--- src/rtl/fbuf_port_arbiter.sv ---
// fbuf_port_arbiter
// Shares the single frame-buffer BRAM port between the VGA reader, the camera
// pixel writer and the processing ALU. VGA has fixed top priority, camera and
// ALU alternate round-robin, and a starvation counter lets the camera preempt
// VGA so that incoming pixels are never dropped.
module fbuf_port_arbiter #(
  parameter int AW     = 19,
  parameter int DW     = 12,
  parameter int RD_LAT = 1,
  parameter int STARVE = 8
) (
  input  logic          sys_clk,
  input  logic          rst,

  input  logic          vga_req,
  input  logic [AW-1:0] vga_addr,
  output logic          vga_gnt,
  output logic          vga_rvalid,
  output logic [DW-1:0] vga_rdata,

  input  logic          cam_req,
  input  logic [AW-1:0] cam_addr,
  input  logic [DW-1:0] cam_wdata,
  output logic          cam_gnt,

  input  logic          alu_req,
  input  logic          alu_we,
  input  logic [AW-1:0] alu_addr,
  input  logic [DW-1:0] alu_wdata,
  output logic          alu_gnt,
  output logic          alu_rvalid,
  output logic [DW-1:0] alu_rdata,

  output logic          mem_en,
  output logic          mem_we,
  output logic [AW-1:0] mem_addr,
  output logic [DW-1:0] mem_wdata,
  input  logic [DW-1:0] mem_rdata,

  output logic          cam_starved
);

  // Owner of a read travelling through the RAM latency pipeline.
  typedef enum logic [1:0] {
    TAG_NONE = 2'd0,
    TAG_VGA  = 2'd1,
    TAG_ALU  = 2'd2
  } tag_t;

  // The wait counter is 8 bits wide because STARVE may be as large as 255.
  localparam logic [7:0] STARVE_CNT = 8'(STARVE);

  logic [7:0] wait_cnt;
  logic       starve_hit;
  logic       rr_alu_last;
  tag_t       new_tag;
  tag_t       tag_pipe [0:RD_LAT];

  assign starve_hit = (wait_cnt == STARVE_CNT);

  // Grant selection: starved camera, then VGA, then camera/ALU round-robin.
  // Grants are forced low while reset is held.
  always_comb begin
    vga_gnt = 1'b0;
    cam_gnt = 1'b0;
    alu_gnt = 1'b0;
    if (!rst) begin
      if (cam_req && starve_hit) begin
        cam_gnt = 1'b1;
      end else if (vga_req) begin
        vga_gnt = 1'b1;
      end else if (cam_req && alu_req) begin
        if (rr_alu_last) begin
          cam_gnt = 1'b1;
        end else begin
          alu_gnt = 1'b1;
        end
      end else if (cam_req) begin
        cam_gnt = 1'b1;
      end else if (alu_req) begin
        alu_gnt = 1'b1;
      end
    end
  end

  // Tag for the command being issued this cycle; writes carry no tag.
  always_comb begin
    new_tag = TAG_NONE;
    if (vga_gnt) begin
      new_tag = TAG_VGA;
    end else if (alu_gnt && !alu_we) begin
      new_tag = TAG_ALU;
    end
  end

  // Round-robin pointer: remembers whether the ALU or the camera won last.
  // Reset as "ALU won last" so the camera takes the first tie.
  always_ff @(posedge sys_clk or posedge rst) begin
    if (rst) begin
      rr_alu_last <= 1'b1;
    end else if (cam_gnt) begin
      rr_alu_last <= 1'b0;
    end else if (alu_gnt) begin
      rr_alu_last <= 1'b1;
    end
  end

  // Starvation guard: count denied camera cycles, saturate at the threshold,
  // and latch the sticky flag on the edge where the threshold is reached.
  always_ff @(posedge sys_clk or posedge rst) begin
    if (rst) begin
      wait_cnt    <= '0;
      cam_starved <= 1'b0;
    end else if (cam_gnt) begin
      wait_cnt <= '0;
    end else if (cam_req && !starve_hit) begin
      wait_cnt <= wait_cnt + 8'd1;
      if (wait_cnt + 8'd1 == STARVE_CNT) begin
        cam_starved <= 1'b1;
      end
    end
  end

  // Memory command register: the winner's command is driven to the RAM in
  // the cycle after its grant. Address/data hold when the port is idle.
  always_ff @(posedge sys_clk or posedge rst) begin
    if (rst) begin
      mem_en    <= 1'b0;
      mem_we    <= 1'b0;
      mem_addr  <= '0;
      mem_wdata <= '0;
    end else begin
      mem_en <= vga_gnt | cam_gnt | alu_gnt;
      mem_we <= cam_gnt | (alu_gnt & alu_we);
      if (cam_gnt) begin
        mem_addr  <= cam_addr;
        mem_wdata <= cam_wdata;
      end else if (vga_gnt) begin
        mem_addr  <= vga_addr;
      end else if (alu_gnt) begin
        mem_addr  <= alu_addr;
        mem_wdata <= alu_wdata;
      end
    end
  end

  // Tag shift register: stage k holds the owner of the read whose command
  // entered the RAM k cycles ago, so stage RD_LAT lines up with mem_rdata.
  always_ff @(posedge sys_clk or posedge rst) begin
    if (rst) begin
      for (int i = 0; i <= RD_LAT; i++) begin
        tag_pipe[i] <= TAG_NONE;
      end
    end else begin
      tag_pipe[0] <= new_tag;
      for (int i = 1; i <= RD_LAT; i++) begin
        tag_pipe[i] <= tag_pipe[i-1];
      end
    end
  end

  // Read return: capture RAM data for the owning requester and pulse its
  // rvalid for one cycle; rdata holds between returns.
  always_ff @(posedge sys_clk or posedge rst) begin
    if (rst) begin
      vga_rvalid <= 1'b0;
      vga_rdata  <= '0;
      alu_rvalid <= 1'b0;
      alu_rdata  <= '0;
    end else begin
      vga_rvalid <= (tag_pipe[RD_LAT] == TAG_VGA);
      alu_rvalid <= (tag_pipe[RD_LAT] == TAG_ALU);
      if (tag_pipe[RD_LAT] == TAG_VGA) begin
        vga_rdata <= mem_rdata;
      end
      if (tag_pipe[RD_LAT] == TAG_ALU) begin
        alu_rdata <= mem_rdata;
      end
    end
  end

endmodule

--- config.mk ---
export PLATFORM = sky130hd
export DESIGN_NAME = fbuf_port_arbiter
export DESIGN_NICKNAME = d
export VERILOG_FILES = /design/src/rtl/fbuf_port_arbiter.sv
export SDC_FILE = /design/constraint.sdc
export NUM_CORES = 1
export LEC_CHECK = 0
export ABC_CLOCK_PERIOD_IN_PS = 10020
export CAP_MARGIN = 0
export CORE_MARGIN = 3
export CORE_UTILIZATION = 46
export CTS_BUF_LIST = sky130_fd_sc_hd__clkbuf_16
export DETAILED_ROUTE_END_ITERATION = 10
export GPL_ROUTABILITY_DRIVEN = 0
export MAX_ROUTING_LAYER = met4
export PLACE_DENSITY = 0.95
export SYNTH_ARGS = -nofsm -noshare
export SYNTH_HDL_FRONTEND = slang
export SYNTH_SLANG_ARGS = --single-unit
export TNS_END_PERCENT = 10
--- constraint.sdc ---
create_clock -name sys_clk -period 10.02 [get_ports sys_clk]
set_input_delay 2.004 -clock sys_clk [delete_from_list [all_inputs] [get_ports sys_clk]]
set_output_delay 2.004 -clock sys_clk [all_outputs]
set_load 0.005 [all_outputs]
# [After elaboration in Yosys (flattened, before gate mapping)]
# Index checks and enable logic that the tools add are counted.
# W data, S select, Z words.
[op_classes] n_bitwise=5 addsub=1 eq_ne=5 mux=28 reduce_logical=11
[ops] cell="$mux W19" n=3
[ops] cell="$mux W12" n=3
[ops] cell="$mux W1" n=18
[ops] cell="$eq A8 B4 Y1 const B" n=2
[ops] cell="$mux W8" n=2
[ops] cell="$add A8 B1 Y8 const B" n=1
[ops] cell="$logic_and A1 B1 Y1" n=4
[ops] cell="$mux W2" n=2
[ops] cell="$reduce_bool A2 Y1" n=2
[ops] cell="$or A1 B1 Y1" n=3
[ops] cell="$reduce_and A3 Y1" n=1
[ops] cell="$reduce_bool A3 Y1" n=1
[ops] cell="$eq A2 B1 Y1 const B" n=1
[ops] cell="$eq A2 B2 Y1 const B" n=1
[ops] cell="$logic_not A1 Y1" n=2
[ops] cell="$ne A2 B1 Y1 const B" n=1
[ops] cell="$reduce_and A2 Y1" n=1
[ops] cell="$and A1 B1 Y1" n=1
[ops] cell="$not A1 Y1" n=1
[totals] input_bits=99 wordCells=63 regBits=73 out_inout_bits=63

# [Logic depth before layout (Yosys ltp)]
# Gate-level depths: netlist (run 1).
[logic_depth] depth_word=9 mapped_depth=8 depth_no_buf=7

# [Least setup slack after synthesis (run 1)]
# OpenSTA, ideal clock, no wires.
[synth_path] path_type="input to output" startpoint="input rst" endpoint="output vga_gnt" arrival_time_ps=4234 cell_stages=3 required_ps=8016 path_buffers=1 slack_ps=3782 cell_sequence="inv_1 o311a_4 buf_6"
[synth_between] elab_chain_len=1
[synth_rtl] item="from (decl)" line="13" rtl="input logic rst,"
[synth_rtl] item="$mux W1" line="67" rtl="if (!rst) begin"
[synth_rtl] item="to (decl)" line="17" rtl="output logic vga_gnt,"
# Every way passes these cells.

# [Worst setup path in the final report (run 1)]
[layout_path] startpoint="input cam_req" endpoint="output cam_gnt"
[layout_between] elab_chain_len=5 word_cells_on_any_way=7 classes_between="mux (5); reduce/logical (2)"
[layout_rtl] item="from (decl)" line="21" rtl="input logic cam_req,"
[layout_rtl] item="$mux W1 / $logic_and A1 B1 Y1 (equally long branches)" line="78, 72"
[layout_rtl] item="$mux W1" line="72" rtl="end else if (cam_req && alu_req) begin"
[layout_rtl] item="$mux W1" line="70" rtl="end else if (vga_req) begin"
[layout_rtl] item="$mux W1 *" line="68" rtl="if (cam_req && starve_hit) begin"
[layout_rtl] item="$mux W1 *" line="67"
[layout_rtl] item="to (decl)" line="24" rtl="output logic cam_gnt,"
# Mark *: on every way between the ends. The rest lies on a longest branch, timed or not.

==> results.toml, run 1 <==
[outcome]
status = "completed"

[cts]
post-cts-setup-buffer-count = 0
cts_tree = "built"
cts_root_buf = "clkbuf_16"
insertion_delay_ps = 330
cts_max_path_buffers = 2
cts_num_sinks = 73
cts-buffers-inserted = 9
cts_hold_buf = 0
cts_resized = 0
htreeDepth = 3
clkTransAtPathRegs_ps = 60

[critical_path]
r2r_cells = 8
path_delay_family = "buffers and inverters"
rr_endpoint = "mem_wdata[11]$_DFFE_PP0P_"
crit_type = "input port to output port"
critical_path_required_ps = 8020
cpPeakStageDelay_ps = 700
crit_path_start_kind = "input port"
crit_buf_inv = 5
crit_chain = "clkdlybuf4s50_1 > inv_1 > nor2_2 > buf_4 > nand2_1 > inv_1 > clkdlybuf4s50_1"
crit_path_max_fanout = 21
startpoint = "cam_req"
crit_path_top_delay_cell = "clkdlybuf4s50_1"
crit_arrival_ps = 4610
rrSetupSlack_ps = 7210
worst_setup_path_end_kind = "output port"
r2r_start = "wait_cnt[0]$_DFFE_PP0P_"

[worst_hold_path]
whs_path_depth = 0
hold_start = "tag_pipe[2]$_DFF_PP0_"
hold_end = "tag_pipe[0]$_DFF_PP0_"
hp-class = "flip-flop to flip-flop"

[sta]
rsz0062_at_grt = "no"
maxSlewViolCount = 0
final.period_utilization_pct = 66.0
finalSetupViolations = 0
max_slew_margin_pct = 28.3
hold_viol_final = 0
tightest_slew_ps = 1070
setup_tns_ps = 0
min_period_ps = 6620
clock_skew_ps = 11.0
fmax_ghz = 0.151

[route]
drc = 0
num_vias = 3166
vias_per_cell = 5.37
first_pass_iters = 5
drt_iter0_drc = 201
wire_per_inst_um = 17.1
ant_nets = 0
wirelength_mm = 10.1

[pwr]
leakage_nw = 2.42
power.total_mw = 1.01
pwr-share-clk_pct = 30.0
seq_power_share_pct = 39.2
swShare_pct = 28.8
internal_power_mw = 0.720
power_frac_comb_pct = 30.8
power.net_switching_mw = 0.291
vdd_drop_max_mv = 0.113
power.density_nw_per_um2 = 180

[placed_design]
port_buffers = 161
dp_hpwl_mm = 7.41

[cells_and_area]
fillers = 521
insertedDiodeCount = 0
nets = 588
drive_gt1_share_pct = 18.1
syn2layout_area_growth_pct = 52.6

[global_route]
antenna_found_initial = 0
grt_pass1_vias = 3219
grt_pass1_wl_mm = 15.8
grt_max_degree = 76
track_usage_pct = 23.4
grt_overflow = 0

[die]
die_width_um = 95.4
io_pins = 162
die_area_um2 = 9100
die_height_um = 95.4
num_rows = 31
initial_core_util_pct = 49.1
core_area_um2 = 7490

[yosys]
ys_seq_area_share_pct = 49.7
yosysWarnings = 0
synth_area_leader_cell = "dfrtp_1"
synth_cell_types = 45
synth_fp_nets = 435
synth_most_common_cell = "dfrtp_1"
synthFlopType = "dfrtp_1"
synth.avg_cell_area_um2 = 11.0
synth_common_cells = "dfrtp_1 (72), nand2_1 (31), o21ai_0 (25)"
synth_seq_cells = 73
synth_top_area_share_pct = 49.0
ys_top_cells_by_area = "dfrtp_1 (49%), mux2_4 (7.8%), mux2_2 (7.4%)"
netlist_area_um2 = 3670
ys_async_sr_fraction_pct = 100
synth_edf_count = 0
syn_inst = 333

[flow_run]
cap_violations = 0
==> cell usage in the layout, fill, tap and decap left out, drive strengths merged, types with 4 or more instances in the layout <==
cell type,instances
nand2,31
clkdlybuf4s50,161
mux2,43
nor2,17
dfrtp,72
o21ai,44
inv,14
a21oi,32
mux2i,13
nor3,6
a21o,4
clkbuf,9
==> power by group through the flow <==
stage | clock network [mW] | logic, mW | registers, mW
finish | 0.303 | 0.311 | 0.397
global route | 0.322 | 0.338 | 0.405
CTS | 0.309 | 0.315 | 0.397
detailed placement | 0 | 0.312 | 0.400
global placement | 0 | 0.302 | 0.396
floorplan | 0 | 0.137 | 0.397
==> worst max-delay path by stage <==
stage                     endpoint  slack [ps]  depth (start not counted)
after floorplan            vga_gnt        3780                          3
final                      cam_gnt        3400                          7
after global routing       cam_gnt        3250                          7
after detailed placement   cam_gnt        3470                          7
after CTS                  cam_gnt        3430                          7
after global placement     cam_gnt        3580                          7
==> registers in the layout, summed over array words and instances, names as in the netlist <==
register     cells
cam_starved      1
vga_rvalid       1
tag_pipe         4
mem_en           1
mem_we           1
rr_alu_last      1
wait_cnt         8
mem_addr        19
alu_rvalid       1
mem_wdata       12
alu_rdata       12
vga_rdata       12
==> per-stage QoR <==
stage                     setup slack (ps)  utilization, %  hold WS [ps]  area (um2)  instances
after floorplan                       3780               -           331        3670        333
after global placement                3580            71.1           333        5320        574
after detailed placement              3470            71.1           336        5320        574
after CTS                             3430            74.9           352        5610        590
after global routing                  3250            74.9           364        5610        590
final                                 3400            74.9           350        5610        590
==> logic make-up after synthesis <==
kind of cell,synth area share (%)
buffers and inverters,4.39
adders and majority gates,1.02
xor gates and xnor gates,0.954
muxes,18.7
DFF,49.7
and+or+nand+nor,9.02
AOI/OAI and AO/OA,16.2
==> per-layer routing <==
layer | global-route usage, % | part of all wire [%]
met5 | - | 0
met4 | 8.06 | 1.5
met3 | 4.34 | 6.2
met2 | 40.6 | 55
met1 | 27.2 | 37
==> area by class of cell <==
type                       instances  area (um2)  area share, %
sequential                        73        1830           32.6
multi-input combinational        227        1690           30.2
timing repair buffer             164        1630           29.1
clock buffer                       9         225           4.02
tap                               99         124           2.21
clock inverter                     7        60.1           1.07
inverter                          11        42.5          0.759
(Power assumes the default switching activity.)
==> run 2, diff against run 1 <==
--- a/config.mk
+++ b/config.mk
@@ -5,15 +5,15 @@
 export SDC_FILE = /design/constraint.sdc
 export NUM_CORES = 1
 export LEC_CHECK = 0
-export ABC_CLOCK_PERIOD_IN_PS = 10020
+export ABC_CLOCK_PERIOD_IN_PS = 6800
 export CAP_MARGIN = 0
 export CORE_MARGIN = 3
-export CORE_UTILIZATION = 46
+export CORE_UTILIZATION = 42
 export CTS_BUF_LIST = sky130_fd_sc_hd__clkbuf_16
 export DETAILED_ROUTE_END_ITERATION = 10
 export GPL_ROUTABILITY_DRIVEN = 0
 export MAX_ROUTING_LAYER = met4
-export PLACE_DENSITY = 0.95
+export PLACE_DENSITY = 0.89
 export SYNTH_ARGS = -nofsm -noshare
 export SYNTH_HDL_FRONTEND = slang
 export SYNTH_SLANG_ARGS = --single-unit
==> constraint.sdc (replaced) <==
create_clock -name sys_clk -period 6.8 [get_ports sys_clk]
set_input_delay 1.36 -clock sys_clk [delete_from_list [all_inputs] [get_ports sys_clk]]
set_output_delay 1.36 -clock sys_clk [all_outputs]
set_load 0.005 [all_outputs]
==> results.toml, run 2 (synthesis gave the netlist of run 1 again) <==
[route]
num_vias = 3111
first_pass_iters = 5
drt_iter0_drc = 122
wirelength_mm = 9.91
drc = 0
vias_per_cell = 5.22
wire_per_inst_um = 16.6
ant_nets = 0

[critical_path]
cpPeakStageDelay_ps = 710
worst_setup_path_end_kind = "output port"
crit_type = "input port to output port"
critical_path_required_ps = 5440
crit_chain = "clkdlybuf4s50_1 > inv_1 > nor2_2 > buf_4 > nand2_1 > inv_1 > clkdlybuf4s50_1"
crit_path_max_fanout = 21
crit_arrival_ps = 3930
crit_path_top_delay_cell = "clkdlybuf4s50_1"
crit_path_start_kind = "input port"

[cells_and_area]
layout.cells.non_filler = 596
top_register = "mem_addr"
nets = 588
mostFrequentLayoutCell = "clkdlybuf4s50_1"
final_cell_mix = "clkdlybuf4s50_1 (161), dfrtp_1 (72), nand2_1 (31)"
drive_gt1_share_pct = 18.1
syn2layout_area_growth_pct = 53.9
largest_reg_flops = 19
insertedDiodeCount = 0

[sta]
rsz0062_at_grt = "no"
setup_tns_ps = 0
finalSetupViolations = 0
min_period_ps = 5290
hold_viol_final = 0
maxSlewViolCount = 0
max_slew_margin_pct = 22.3
tightest_slew_ps = 1160
fmax_ghz = 0.189
clock_skew_ps = 5.95
final.period_utilization_pct = 77.9

[die]
io_pins = 162
core_area_um2 = 8340
die_height_um = 99.5
initial_core_util_pct = 44.1
die_width_um = 99.5
die_area_um2 = 9910
num_rows = 33

[global_route]
antenna_found_initial = 0
grt_max_degree = 76
grt_pass1_vias = 3324
grt_overflow = 0
grt_pass1_wl_mm = 15.9
track_usage_pct = 20.6

[cts]
cts_resized = 0
cts_num_sinks = 73
cts-buffers-inserted = 9
cts_tree = "built"
cts_max_path_buffers = 2
cts_root_buf = "clkbuf_16"
insertion_delay_ps = 320
htreeDepth = 3
cts_hold_buf = 0
clkTransAtPathRegs_ps = 60
post-cts-setup-buffer-count = 0

[placed_design]
dp.cells = 580
dp_hpwl_mm = 7.56
port_buffers = 161

[worst_hold_path]
hp-class = "flip-flop to flip-flop"

[outcome]
status = "completed"

[pwr]
power.density_nw_per_um2 = 274
leakage_nw = 2.45
vdd_drop_max_mv = 0.154

[flow_run]
cap_violations = 0
run 2: changes by cell type in the layout (fill, tap and decap cells not counted), sizes merged:
cell	change
bufinv	+2
inv	-1
clkinvlp	-3
clkinv	+2
run 2: layout make-up:
| class | count | area [um2] |
|---|---|---|
| Clock buffer | 9 | 225 |
| Clock inverter | 7 | 103 |
| Fill cell | 637 | 2680 |
| Multi-Input combinational cell | 227 | 1690 |
| Inverter | 11 | 41.3 |
| Tap cell | 105 | 131 |
| Sequential cell | 73 | 1830 |
| Timing Repair Buffer | 164 | 1630 |
run 2: worst paths after layout:
kind | start | endpoint | slack [ps] | cells past startpoint
setup reg to reg | wait_cnt[0]$_DFFE_PP0P_ | mem_wdata[7]$_DFFE_PP0P_ | 3980 | 8
setup / recovery | cam_req | cam_gnt | 1510 | 7
min in group asynchronous | rst | mem_addr[4]$_DFFE_PP0P_ | 1800 | 3
max in group asynchronous | rst | mem_addr[13]$_DFFE_PP0P_ | 4430 | 3
hold / removal | tag_pipe[2]$_DFF_PP0_ | tag_pipe[0]$_DFF_PP0_ | 350 | 0
hold reg to reg | tag_pipe[2]$_DFF_PP0_ | tag_pipe[0]$_DFF_PP0_ | 350 | 0
run 2: per-stage QoR:
stage	util, %	setup slack (ps)	hold WS (ps)	power (mW)	cell area, um2
final	67.8	1510	349	1.55	5660
after global routing	67.8	1300	362	1.62	5660
after CTS	67.8	1490	353	1.57	5660
after detailed placement	63.9	1530	337	1.05	5330
after global placement	63.9	1660	332	1.03	5330
after floorplan	-	1850	331	0.787	3670
run 2: power by group:
part	internal, mW	switching [mW]
Sequential	0.524	0.0601
Clock	0.326	0.185
Combinational	0.283	0.173
Total	1.13	0.418
run 2: layer usage:
layer / track usage, % / up-vias / share of wire (%)
li1: - / 1474 / -
met1: 22.2 / 1503 / 37
met2: 38.6 / 120 / 57
met3: 3.02 / 14 / 5.0
met4: 6.41 / 0 / 1.4
met5: - / - / 0
run 2: critical path: cells and delay by family:
kind,cells,cell delay [ps]
buffers and inverters,5,1980
AND/OR/NAND/NOR,2,570
